===== config.mk =====
export PLATFORM = sky130hd
export DESIGN_NAME = fetch_ctrl_flat
export DESIGN_NICKNAME = d
export VERILOG_FILES = /design/src/rtl/fetch_ctrl_if.sv /design/src/rtl/fetch_ctrl.sv /design/src/flat_wrapper.sv
export SDC_FILE = /design/constraint.sdc
export NUM_CORES = 1
export LEC_CHECK = 0
export ABC_CLOCK_PERIOD_IN_PS = 2340
export BUFFER_PORTS_ARGS = -buffer_cell sky130_fd_sc_hd__buf_4
export CORE_ASPECT_RATIO = 1.4
export CORE_MARGIN = 8
export CORE_UTILIZATION = 45
export DETAILED_ROUTE_END_ITERATION = 8
export GPL_ROUTABILITY_DRIVEN = 0
export PLACE_DENSITY = 0.82
export SLEW_MARGIN = 5
export SYNTH_ARGS = -nofsm -noshare
export SYNTH_HDL_FRONTEND = slang
export SYNTH_SLANG_ARGS = --single-unit

===== constraint.sdc =====
create_clock -name clk -period 2.34 [get_ports clk]
set_input_delay 0.117 -clock clk [delete_from_list [all_inputs] [get_ports clk]]
set_output_delay 0.117 -clock clk [all_outputs]
set_load 0.02 [all_outputs]

===== src/rtl/fetch_ctrl_if.sv =====
// Fetch-control bus: PC/IF-ID control outputs plus hazard and redirect inputs.
// master is the fetch sequencer, slave is the datapath/pipeline side.
interface fetch_ctrl_if;
    logic [31:0] pc;
    logic        imem_ack;
    logic        load_use;
    logic        br_taken;
    logic [31:0] br_target;
    logic        exc;
    logic [31:0] npc;
    logic        pc_we;
    logic        ifid_we;
    logic        ifid_flush;
    logic        imem_req;
    logic [15:0] stall_cnt;

    modport master (
        input  pc, imem_ack, load_use, br_taken, br_target, exc,
        output npc, pc_we, ifid_we, ifid_flush, imem_req, stall_cnt
    );

    modport slave (
        output pc, imem_ack, load_use, br_taken, br_target, exc,
        input  npc, pc_we, ifid_we, ifid_flush, imem_req, stall_cnt
    );
endinterface


===== src/rtl/fetch_ctrl.sv =====
// IF-stage fetch sequencer: arbitrates sequential fetch, branch/exception redirect
// and load-use stall, and keeps a saturating fetch-stall cycle counter.
module fetch_ctrl #(
    parameter int unsigned BOOT_WAIT = 2,
    parameter logic [31:0] EXC_VEC   = 32'h0000_0004
) (
    input logic          clk,
    input logic          clr,
    fetch_ctrl_if.master bus
);

    typedef enum logic [1:0] {
        StBoot     = 2'd0,
        StFetch    = 2'd1,
        StRedirect = 2'd2
    } state_e;

    localparam logic [4:0] BootWait = 5'(BOOT_WAIT);

    state_e      state_q, state_d;
    logic [3:0]  boot_cnt_q, boot_cnt_d;
    logic [15:0] stall_cnt_q, stall_cnt_d;

    logic [31:0] npc;
    logic        pc_we;
    logic        ifid_we;
    logic        ifid_flush;
    logic        imem_req;
    logic [31:0] seq_pc;
    logic        boot_done;

    assign seq_pc    = bus.pc + 32'd4;
    // Widened so BOOT_WAIT=15 compares cleanly; BOOT_WAIT=0 leaves on the first clock.
    assign boot_done = ({1'b0, boot_cnt_q} + 5'd1) >= BootWait;

    always_comb begin
        state_d    = state_q;
        boot_cnt_d = boot_cnt_q;
        npc        = seq_pc;
        pc_we      = 1'b0;
        ifid_we    = 1'b0;
        ifid_flush = 1'b0;
        imem_req   = 1'b0;

        unique case (state_q)
            StBoot: begin
                ifid_flush = 1'b1;
                boot_cnt_d = boot_cnt_q + 4'd1;
                if (boot_done) state_d = StFetch;
            end
            StFetch: begin
                imem_req = 1'b1;
                if (bus.exc) begin
                    npc        = EXC_VEC;
                    pc_we      = 1'b1;
                    ifid_flush = 1'b1;
                    state_d    = StRedirect;
                end else if (bus.br_taken) begin
                    npc        = bus.br_target;
                    pc_we      = 1'b1;
                    ifid_flush = 1'b1;
                    state_d    = StRedirect;
                end else if (bus.load_use) begin
                    // IF/ID holds its instruction; neither write nor flush.
                    pc_we = 1'b0;
                end else if (bus.imem_ack) begin
                    pc_we   = 1'b1;
                    ifid_we = 1'b1;
                end else begin
                    ifid_flush = 1'b1;
                end
            end
            StRedirect: begin
                ifid_flush = 1'b1;
                if (bus.exc) begin
                    npc   = EXC_VEC;
                    pc_we = 1'b1;
                end else begin
                    state_d = StFetch;
                end
            end
            default: begin
                ifid_flush = 1'b1;
                state_d    = StBoot;
            end
        endcase
    end

    always_comb begin
        stall_cnt_d = stall_cnt_q;
        if (state_q == StFetch && !pc_we && stall_cnt_q != 16'hFFFF) begin
            stall_cnt_d = stall_cnt_q + 16'd1;
        end
    end

    always_ff @(posedge clk or posedge clr) begin
        if (clr) begin
            state_q     <= StBoot;
            boot_cnt_q  <= 4'd0;
            stall_cnt_q <= 16'd0;
        end else begin
            state_q     <= state_d;
            boot_cnt_q  <= boot_cnt_d;
            stall_cnt_q <= stall_cnt_d;
        end
    end

    assign bus.npc        = npc;
    assign bus.pc_we      = pc_we;
    assign bus.ifid_we    = ifid_we;
    assign bus.ifid_flush = ifid_flush;
    assign bus.imem_req   = imem_req;
    assign bus.stall_cnt  = stall_cnt_q;

endmodule

===== src/flat_wrapper.sv =====
// flat-port wrapper written by rule: the top's interface ports become plain ports
module fetch_ctrl_flat 
#(
    parameter int unsigned BOOT_WAIT = 2,
    parameter logic [31:0] EXC_VEC   = 32'h0000_0004
)
  (clk, clr, bus_pc, bus_imem_ack, bus_load_use, bus_br_taken, bus_br_target, bus_exc, bus_npc, bus_pc_we, bus_ifid_we, bus_ifid_flush, bus_imem_req, bus_stall_cnt);
  fetch_ctrl_if bus_i ();
  input logic clk;
  input logic clr;
  input wire logic [$bits(bus_i.pc)-1:0] bus_pc;
  input wire logic [$bits(bus_i.imem_ack)-1:0] bus_imem_ack;
  input wire logic [$bits(bus_i.load_use)-1:0] bus_load_use;
  input wire logic [$bits(bus_i.br_taken)-1:0] bus_br_taken;
  input wire logic [$bits(bus_i.br_target)-1:0] bus_br_target;
  input wire logic [$bits(bus_i.exc)-1:0] bus_exc;
  output wire logic [$bits(bus_i.npc)-1:0] bus_npc;
  output wire logic [$bits(bus_i.pc_we)-1:0] bus_pc_we;
  output wire logic [$bits(bus_i.ifid_we)-1:0] bus_ifid_we;
  output wire logic [$bits(bus_i.ifid_flush)-1:0] bus_ifid_flush;
  output wire logic [$bits(bus_i.imem_req)-1:0] bus_imem_req;
  output wire logic [$bits(bus_i.stall_cnt)-1:0] bus_stall_cnt;
  assign bus_i.pc = bus_pc;
  assign bus_i.imem_ack = bus_imem_ack;
  assign bus_i.load_use = bus_load_use;
  assign bus_i.br_taken = bus_br_taken;
  assign bus_i.br_target = bus_br_target;
  assign bus_i.exc = bus_exc;
  assign bus_npc = bus_i.npc;
  assign bus_pc_we = bus_i.pc_we;
  assign bus_ifid_we = bus_i.ifid_we;
  assign bus_ifid_flush = bus_i.ifid_flush;
  assign bus_imem_req = bus_i.imem_req;
  assign bus_stall_cnt = bus_i.stall_cnt;
  fetch_ctrl #(.BOOT_WAIT(BOOT_WAIT), .EXC_VEC(EXC_VEC)) u_core (.clk(clk), .clr(clr), .bus(bus_i));
endmodule

# Yosys cells after proc, flatten, opt, wreduce, memory -nomap -nowiden
# Index checks and enable logic that the tools add are counted.
[word_totals]
out_inout_bits = 52
reg_bits = 22
wordCells = 43
[classes]
n_eq_ne = 6
muxes = 24
n_reduce_logical = 5
add_sub_neg = 4
n_lt_le_gt_ge = 1
[op_table]
columns = ["operator", "n"]
rows = [
  ["$mux W32", 3],
  ["$pmux W32 S2", 1],
  ["$add A32 B3 Y32 const B", 1],
  ["$add A16 B1 Y16 const B", 1],
  ["$ne A16 B16 Y1 const B", 1],
  ["$mux W1", 14],
  ["$mux W2", 4],
  ["$pmux W2 S3", 1],
  ["$add A4 B1 Y5 const B", 1],
  ["$ge A5 B2 Y1 const B", 1],
  ["$add A4 B1 Y4 const B", 1],
  ["$ne A3 B3 Y1 const B", 1],
  ["$reduce_and A3 Y1", 1],
  ["$eq A2 B1 Y1 const B", 1],
  ["$eq A2 B2 Y1 const B", 1],
  ["$logic_and A1 B1 Y1", 2],
  ["$logic_not A2 Y1", 1],
  ["$ne A2 B1 Y1 const B", 1],
  ["$ne A2 B2 Y1 const B", 1],
  ["$pmux W1 S2", 1],
  ["$logic_not A1 Y1", 1],
]

# Depth between registers and ports, before layout
# Gate-level depths: netlist of the first run.
[depth]
depth_word = 8
depth_mapped = 7

# Worst setup path after synthesis of the first run
# OpenSTA, ideal clock, no wires.
[synth_timing]
path_kind = "register -> output"
startpoint = "register u_core.state_q[1]"
endpoint = "output port bus_npc[10]"
n_path_buf = 1
path_slack_ns = 0.273
required_ns = 2.223
arrival_ns = 1.950
path_stages_with_launch = 7
cell_sequence = "dfrtp_1 > inv_1 > ha_1 > a21oi_1 > o21a_1 > clkbuf_1 > o21ai_0"
[synth_via]
elab_chain_cells = 2
word_cells_on_any_way = 3
[synth_rtl]
columns = ["element", "line_no", "rtl"]
rows = [
  ["start, declared", "fetch_ctrl.sv:20", "state_e state_q, state_d;"],
  ["start signal, assigned", "fetch_ctrl.sv:98", "state_q <= StBoot;"],
  ["start signal, assigned", "fetch_ctrl.sv:102", "state_q <= state_d;"],
  ["$eq A2 B2 Y1 or $eq A2 B1 Y1 (tied branches)", "fetch_ctrl.sv:45", "unique case (state_q)"],
  ["$pmux W32 S2 (*)", "fetch_ctrl.sv:45", ""],
  ["end, declared", "flat_wrapper.sv:17", "output wire logic [$bits(bus_i.npc)-1:0] bus_npc;"],
]
# Mark *: on every way between the ends. The rest lies on a longest branch, timed or not.

# Final worst setup path of the first run
[layout_timing]
startpoint = "register u_core.state_q[1]"
endpoint = "output port bus_npc[12]"
# Same word-level chain as after synthesis.

==> results of run 1 <==
critical path: stages, from the launching register on:
cell     delay, ps
dfrtp_1        410
inv_1          120
ha_2           260
a21oi_1        120
o21a_1         180
buf_4          210
o21ai_0        260
buf_4          200
cell usage after synthesis, types with 2 or more instances:
| cell | n |
|---|---|
| nor4_2 | 4 |
| nand2_1 | 43 |
| nand4_1 | 10 |
| o21ai_1 | 12 |
| nand4_2 | 2 |
| a22o_1 | 3 |
| dfrtp_1 | 22 |
| nand2_2 | 2 |
| nand3_1 | 14 |
| xnor2_1 | 32 |
| ha_1 | 8 |
| o21a_1 | 2 |
| clkbuf_1 | 6 |
| xor2_1 | 14 |
| mux2i_1 | 2 |
| and4_1 | 4 |
| nand4_4 | 2 |
| a21oi_1 | 3 |
| o21ai_0 | 22 |
| inv_1 | 14 |
| nor2_1 | 13 |
| nor3_1 | 15 |
| and3_1 | 3 |
| and2_1 | 2 |
where the power goes:
part / internal (mW) / switching (mW) / leakage [nW]
registers: 0.478 / 0.127 / 0.276
clock network: 0.228 / 0.122 / 0.0357
logic: 0.919 / 1.22 / 1.15
total: 1.62 / 1.47 / 1.46
flip-flops by register name, summed over array words and instances, names as in the netlist:
signal	cells
u_core.state_q	2
u_core.boot_cnt_q	4
u_core.bus.stall_cnt	16
placed cells by master, fill, tap and decap left out, drive strengths merged, types with 2 or more instances in the layout:
cell      n
and3      3
nor2     13
mux2i     2
nor4      4
inv      14
xor2     14
nand4    14
and2      2
dfrtp    22
o21a      2
and4      5
nand2    45
a21oi     3
a22o      3
nor3     15
buf     123
ha        8
clkbuf    3
o21ai    35
xnor2    32
nand3    14
worst max path at each step:
stage                                 start                       to  slack [ps]  depth (start not counted)
floorplan                 u_core.state_q[1]              bus_npc[10]         270                          6
global placement    u_core.bus.stall_cnt[0]  u_core.bus.stall_cnt[1]         380                          5
detailed placement        u_core.state_q[1]              bus_npc[12]         390                          8
CTS                       u_core.state_q[1]              bus_npc[12]          90                          8
global route              u_core.state_q[0]              bus_npc[12]          20                          8
finish                    u_core.state_q[1]              bus_npc[12]         190                          7
per-layer routing:
metal / GRT usage, % / vias up / part of all wire [%]
li1: - / 1174 / -
met1: 19.6 / 1104 / 35
met2: 33.6 / 116 / 51
met3: 8.99 / 10 / 12
met4: 4.17 / 0 / 1.3
met5: 0 / - / 0
cell families (layout without fill, tap and decap cells):
logic type | count (synthesis) | in the layout | share of synthesized area [%]
flip-flops | 22 | 22 | 25.8
XOR/XNOR | 46 | 46 | 18.9
AO/OA/AOI/OAI | 48 | 48 | 13.3
buffers and inverters | 22 | 141 | 4.11
AND/OR/NAND/NOR | 120 | 120 | 31.5
multiplexers | 3 | 3 | 1.64
adder cells (fa/ha/maj) | 8 | 8 | 4.70
stage by stage:
step | cells | setup slack, ps | instance area, um2
2_1_floorplan | 269 | 273 | 2130
6_report | 450 | 195 | 3180
3_5_place_dp | 446 | 393 | 3100
5_1_grt | 450 | 21.0 | 3180
3_3_place_gp | 446 | 383 | 3100
4_1_cts | 450 | 94.9 | 3170
area by class of cell:
type / instances / area (um2) / share of cell area [%]
sequential: 22 / 551 / 17.3
multi-input combinational: 225 / 1500 / 47.2
tap: 62 / 77.6 / 2.44
clock inverter: 1 / 30.0 / 0.944
clock buffer: 3 / 41.3 / 1.30
timing repair buffer: 123 / 927 / 29.2
inverter: 14 / 52.6 / 1.65
==> flow_metrics.env, run 1 <==
export IMPL_outcome="finished, final reports clean"
export IMPL_grt_overflow_total=0
export IMPL_numCtsBuffers=3
export IMPL_drtIter0Drc=101
export IMPL_start_kind="flop"
export IMPL_synth_top_area_share_pct=25.8
export IMPL_synth_edff_count=0
export IMPL_setup_viol=0
export IMPL_grt_pass1_wl_um=11400
export IMPL_cts_sinks=22
export IMPL_power_total_mw=3.10
export IMPL_antenna_cells=0
export IMPL_r2r_cells=5
export IMPL_root_buffer="clkbuf_8"
export IMPL_fin_util_pct=70.1
export IMPL_clock_latency_ps=260
export IMPL_worstPathArrival_ps=2030
export IMPL_end_kind="output pin"
export IMPL_wl_per_cell_um=15.8
export IMPL_die_w_um=74.2
export IMPL_clock_path_buffers=2
export IMPL_slew_headroom_pct=45.5
export IMPL_ir_drop_mv=0.682
export IMPL_synth_area_leaders="dfrtp_1 (26%), xnor2_1 (13%), nand2_1 (7.6%)"
export IMPL_tightest_slew_ps=817
export IMPL_hold_viol=0
export IMPL_grt_pass1_vias=2502
export IMPL_fill_cells=390
export IMPL_ys_ff_latch=22
export IMPL_finalWirelength_um=7090
export IMPL_cts_max_level=1
export IMPL_synth_area_um2=2130
export IMPL_portBuffers=121
export IMPL_fin_crit_sh_pct=91.7
export IMPL_cts_tree="done"
export IMPL_p_leak_nw=1.46
export IMPL_firstDrtPassIters=4
export IMPL_drive_gt1_share_pct=37.4
export IMPL_drc=0
export IMPL_yosysWarningCount=0
export IMPL_area_growth_pct=49.2
export IMPL_fin_hold_ws_ps=23.3
export IMPL_synthCells=269
export IMPL_synth_area_per_cell_um2=7.93
export IMPL_setup_tns_ps=0
export IMPL_worstSetupPathType="reg2out"
export IMPL_hold_buffers=0
export IMPL_grt_antenna_before_repair=0
export IMPL_cts_setup_buffers=0
export IMPL_reg2reg_from="u_core.bus.stall_cnt[0]"
export IMPL_die_h_um=97.4
export IMPL_nNetsFinal=467
export IMPL_clk_pin_slew_ps=80
export IMPL_synth_top_cell_by_area="dfrtp_1"
export IMPL_worstPathRequired_ps=2220
export IMPL_rows=29
export IMPL_start_util_pct=47.0
export IMPL_cap_viol_max_count=0
export IMPL_post_dp_hpwl_um=6000
export IMPL_ios=122
export IMPL_post_cts_resized=0
export IMPL_drt_vias_per_instance=5.34
export IMPL_max_freq_ghz=0.466
export IMPL_hold_path_class="in2async"
export IMPL_path_max_fanout=28
export IMPL_finalWorstPathRequiredPeriod_ps=2150
export IMPL_reg2reg_to="u_core.bus.stall_cnt[1]"
export IMPL_ant_nets=0
export IMPL_grt_max_degree=32
export IMPL_synth_ff_type="dfrtp_1"
export IMPL_synth_nets=347
export IMPL_synthArstFlopShare_pct=100
export IMPL_regToRegSetupSlack_ps=390
export IMPL_vias=2404
export IMPL_p_per_area_nw_per_um2=974
export IMPL_grt_use_total_pct=19.2
export IMPL_die_area_um2=7230
export IMPL_synth_cell_types=39
export IMPL_seq_area_frac_synth_pct=25.8
export IMPL_coreArea_um2=4540
export IMPL_grt_setup_unrepaired="false"
export IMPL_final_max_slew_violation_count=0
export IMPL_skew_ps=3.14
Note: power is estimated with default switching activity, not from simulation.
==> inputs of run 2 (changes only) <==
- CAP_MARGIN: unset -> 20
- REMOVE_ABC_BUFFERS: unset -> 1
==> flow_metrics.env, run 2 (synthesized netlist as in run 1, its figures left out) <==
export IMPL_outcome="finished, final reports clean"
export IMPL_setup_tns_ps=0
export IMPL_grt_setup_unrepaired="false"
export IMPL_largest_reg_flops=16
export IMPL_skew_ps=5.41
export IMPL_hold_viol=0
export IMPL_crit_family="buffers and inverters"
export IMPL_final_common_cell="buf_4"
export IMPL_worstSetupPathType="reg2out"
export IMPL_r2r_cells=5
export IMPL_cap_viol_max_count=0
export IMPL_setup_slack_ps=146
export IMPL_dpl_cell_count=446
export IMPL_cts_tree="done"
export IMPL_grt_pass1_wl_um=10900
export IMPL_vias=2385
export IMPL_start_util_pct=47.0
export IMPL_nNetsFinal=467
export IMPL_finalWirelength_um=6980
export IMPL_p_per_area_nw_per_um2=971
export IMPL_cts_setup_buffers=0
export IMPL_tightest_slew_ps=827
export IMPL_drive_gt1_share_pct=37.4
export IMPL_rows=29
export IMPL_drtIter0Drc=98
export IMPL_critical_path_cell_chain="inv_1, ha_1, buf_4, inv_1, nor3_2, buf_4, nand2_1, o21ai_1, buf_4"
export IMPL_drt_vias_per_instance=5.30
export IMPL_cts_sinks=22
export IMPL_clock_path_buffers=2
export IMPL_slew_headroom_pct=44.8
export IMPL_grt_use_total_pct=18.4
export IMPL_portBuffers=121
export IMPL_fin_cells=450
export IMPL_max_freq_ghz=0.456
export IMPL_die_h_um=97.4
export IMPL_die_w_um=74.2
export IMPL_wl_per_cell_um=15.5
export IMPL_critPathBufInv=5
export IMPL_cts_max_level=1
export IMPL_hold_buffers=0
export IMPL_coreArea_um2=4540
export IMPL_worstPathArrival_ps=2080
export IMPL_firstDrtPassIters=5
export IMPL_grt_antenna_before_repair=0
export IMPL_start_kind="flop"
export IMPL_fill_cells=375
export IMPL_cpMaxStageDelayCell="dfrtp_1"
export IMPL_clk_pin_slew_ps=80
export IMPL_end_kind="output pin"
export IMPL_ant_nets=0
export IMPL_clock_latency_ps=270
export IMPL_area_growth_pct=49.2
export IMPL_power_total_mw=3.09
export IMPL_final_cell_mix="buf_4 (123), nand2_1 (43), xnor2_1 (32)"
export IMPL_root_buffer="clkbuf_8"
export IMPL_regToRegSetupSlack_ps=380
export IMPL_numCtsBuffers=3
export IMPL_setup_viol=0
export IMPL_die_area_um2=7230
export IMPL_ios=122
export IMPL_hold_path_class="in2async"
export IMPL_path_common_cell="buf_4"
export IMPL_reg2reg_to="u_core.bus.stall_cnt[1]"
export IMPL_antenna_cells=0
export IMPL_post_dp_hpwl_um=5820
export IMPL_drc=0
export IMPL_grt_pass1_vias=2333
export IMPL_fin_hold_ws_ps=15.5
export IMPL_dp_slack_ps=167
export IMPL_reg2reg_from="u_core.bus.stall_cnt[0]"
export IMPL_cpPeakStageDelay_ps=400
export IMPL_finalWorstPathRequiredPeriod_ps=2190
export IMPL_ir_drop_mv=0.804
export IMPL_fin_crit_sh_pct=93.8
export IMPL_worstPathRequired_ps=2220
export IMPL_path_max_fanout=31
export IMPL_grt_max_degree=32
export IMPL_grt_overflow_total=0
export IMPL_p_leak_nw=1.46
export IMPL_final_max_slew_violation_count=0
run 2: area by class of cell:
type	instances	area (um2)	area share (%)
Timing Repair Buffer	123	923	29.0
Clock inverter	1	30.0	0.944
Inverter	14	52.6	1.65
Sequential cell	22	551	17.3
Tap cell	62	77.6	2.44
Multi-Input combinational cell	225	1510	47.3
Clock buffer	3	41.3	1.30
run 2: worst max-delay path by stage:
stage                                  from          end  slack [ps]  cells after the start
final                     u_core.state_q[1]  bus_npc[25]         150                      9
after global routing      u_core.state_q[1]  bus_npc[18]           1                      9
after CTS                 u_core.state_q[1]  bus_npc[25]         140                      9
after detailed placement  u_core.state_q[0]   bus_npc[9]         170                      6
after global placement    u_core.state_q[0]  bus_npc[15]         310                      6
after floorplan           u_core.state_q[1]   bus_npc[0]        -800                      5
run 2: metrics by stage:
step	instance area, um2	util [%]
2_1_floorplan	2100	-
6_report	3180	70.2
5_1_grt	3180	70.2
4_1_cts	3180	70.0
3_5_place_dp	3100	68.4
3_3_place_gp	3100	68.4
run 2: timing repair:
action | 4_1_cts | 5_1_grt
cloned | 0 | 0
setup endpoints to repair | 28 | 6
gates resized for setup | 1 | 1
run 2: power breakdown:
part / total, mW / switching, mW / internal [mW]
Combinational: 2.14 / 1.22 / 0.921
Sequential: 0.600 / 0.122 / 0.478
Clock: 0.353 / 0.125 / 0.229
Total: 3.09 / 1.46 / 1.63
run 2: layer usage:
metal / vias up / track usage, % / wire (um)
met2: 126 / 31.8 / 3380
met3: 8 / 5.89 / 904
met4: 0 / 4.64 / 97
met5: - / 0 / 0
met1: 1078 / 20.6 / 2600
li1: 1173 / - / -
==> inputs of run 3 (changes only) <==
- ABC_AREA: unset -> 1
- CORE_UTILIZATION: 45 -> 48
- REMOVE_ABC_BUFFERS: 1 -> unset
==> flow_metrics.env, run 3 <==
export IMPL_outcome="finished, final reports clean"
export IMPL_cap_viol_max_count=0
export IMPL_critPathBufInv=4
export IMPL_fill_cells=509
export IMPL_area_growth_pct=38.9
export IMPL_ff_latch_area_um2=551
export IMPL_synthArstFlopShare_pct=100
export IMPL_cpPeakStageDelay_ps=420
export IMPL_yosysWarningCount=0
export IMPL_yosys_cell_count_top_type="nand2_1"
export IMPL_die_w_um=79.0
export IMPL_worstPathArrival_ps=2040
export IMPL_coreArea_um2=5450
export IMPL_cts_tree="done"
export IMPL_synthCells=449
export IMPL_clock_path_buffers=2
export IMPL_vias=3322
export IMPL_ir_drop_mv=0.507
export IMPL_die_area_um2=8240
export IMPL_grt_max_degree=32
export IMPL_tightest_slew_ps=838
export IMPL_path_common_cell="inv_1"
export IMPL_finalWorstPathRequiredPeriod_ps=2160
export IMPL_hold_viol=0
export IMPL_grt_overflow_total=0
export IMPL_nNetsFinal=648
export IMPL_drc=0
export IMPL_seq_area_frac_synth_pct=20.6
export IMPL_synth_edff_count=0
export IMPL_reg2reg_to="u_core.bus.stall_cnt[9]"
export IMPL_synth_cell_types=36
export IMPL_rows=32
export IMPL_post_dp_hpwl_um=7650
export IMPL_start_util_pct=49.0
export IMPL_fin_util_pct=68.1
export IMPL_p_per_area_nw_per_um2=998
export IMPL_ios=122
export IMPL_max_freq_ghz=0.463
export IMPL_final_common_cell="nand2_1"
export IMPL_numCtsBuffers=3
export IMPL_path_max_fanout=16
export IMPL_synth_common_cells="nand2_1 (159), inv_1 (49), nor2_1 (45)"
export IMPL_r2r_cells=11
export IMPL_synth_area_per_cell_um2=5.95
export IMPL_ys_ff_latch=22
export IMPL_ant_nets=0
export IMPL_hold_path_class="in2async"
export IMPL_multi_input_area_um2=1860
export IMPL_grt_pass1_wl_um=14900
export IMPL_cpMaxStageDelayCell="dfrtp_1"
export IMPL_synth_area_leaders="nand2_1 (22%), dfrtp_1 (21%), inv_1 (6.9%)"
export IMPL_crit_family="buffers and inverters"
export IMPL_cts_setup_buffers=0
export IMPL_synth_nets=527
export IMPL_synth_top_cell_by_area="nand2_1"
export IMPL_setup_viol=0
export IMPL_portBuffers=121
export IMPL_post_cts_resized=0
export IMPL_reg2reg_from="u_core.state_q[0]"
export IMPL_cts_max_level=1
export IMPL_drive_gt1_share_pct=27.9
export IMPL_final_max_slew_violation_count=0
export IMPL_firstDrtPassIters=4
export IMPL_cts_sinks=22
export IMPL_end_kind="output pin"
export IMPL_grt_setup_unrepaired="false"
export IMPL_clk_pin_slew_ps=80
export IMPL_grt_pass1_vias=3495
export IMPL_synth_top_area_share_pct=22.4
export IMPL_finalWirelength_um=9090
export IMPL_synth_area_um2=2670
export IMPL_fin_crit_sh_pct=92.3
export IMPL_final_cell_mix="nand2_1 (159), buf_4 (122), inv_1 (49)"
export IMPL_slew_headroom_pct=44.0
export IMPL_p_leak_nw=1.90
export IMPL_start_kind="flop"
export IMPL_largest_reg_flops=16
export IMPL_skew_ps=4.70
export IMPL_grt_antenna_before_repair=0
export IMPL_antenna_cells=0
export IMPL_drtIter0Drc=158
export IMPL_hold_buffers=0
export IMPL_regToRegSetupSlack_ps=390
export IMPL_grt_use_total_pct=21.7
export IMPL_clock_latency_ps=260
export IMPL_critical_path_cell_chain="inv_1, ha_1, inv_1, o21bai_1, a21oi_2, inv_2, nand2_1, o21ai_0, buf_4"
export IMPL_synth_ff_type="dfrtp_1"
export IMPL_die_h_um=104
export IMPL_setup_tns_ps=0
export IMPL_root_buffer="clkbuf_8"
export IMPL_wl_per_cell_um=14.3
export IMPL_worstSetupPathType="reg2out"
export IMPL_worstPathRequired_ps=2220
export IMPL_drt_vias_per_instance=5.22
run 3: worst reg2reg max path: stages, from the launching register on:
cell and delay [ps]:
dfrtp_1 400, inv_1 80, ha_1 310, inv_1 130, nor2_1 100, a21oi_2 130, nand2_1 110, nor2_2 160
buf_12 200, nand3_1 90, nand2_1 80, nand2_1 60
run 3: final cells by class:
type,count,share of cell area (%)
Timing Repair Buffer,124,25.8
Multi-Input combinational cell,365,50.1
Inverter,54,5.47
Clock buffer,4,1.48
Tap cell,68,2.29
Sequential cell,22,14.8
run 3: cells by family after synthesis:
logic type               synth area share [%]
XOR/XNOR                                 6.56
flip-flops                               20.6
AO/OA/AOI/OAI                            11.5
AND/OR/NAND/NOR                          47.8
buffers and inverters                    9.75
adder cells (fa/ha/maj)                  3.75
run 3: power breakdown:
part / switching (mW) / internal (mW)
combinational: 1.66 / 1.09
sequential: 0.158 / 0.522
clock: 0.123 / 0.150
run 3: how the worst max path moves through the flow:
stage	from	end	slack, ps	cells after the start
after floorplan	u_core.state_q[1]	bus_npc[9]	250	7
after global placement	u_core.state_q[0]	u_core.bus.stall_cnt[2]	530	11
after detailed placement	u_core.state_q[0]	u_core.bus.stall_cnt[9]	400	11
after CTS	u_core.state_q[0]	bus_npc[11]	170	10
after global routing	u_core.state_q[0]	bus_npc[11]	30	10
final	u_core.state_q[1]	bus_npc[10]	180	9
run 3: layer usage:
metal  vias to the layer above  global-route usage (%)  routed length, um
li1                       1686                       -                  -
met1                      1492                    20.4               3220
met2                       128                    42.7               5040
met3                        16                    5.36                651
met4                         0                    7.31                182
met5                         -                       0                  0
run 3: metrics by stage:
step | cell area (um2) | cells | power, mW | hold WS [ps] | setup slack [ps]
after detailed placement | 3650 | 633 | 3.46 | 345 | 401
after CTS | 3710 | 637 | 3.75 | 63.9 | 165
final | 3710 | 637 | 3.70 | 19.6 | 179
after global placement | 3650 | 633 | 3.39 | 330 | 531
after global routing | 3710 | 637 | 3.99 | 92.1 | 29.8
after floorplan | 2670 | 449 | 2.38 | 106 | 255
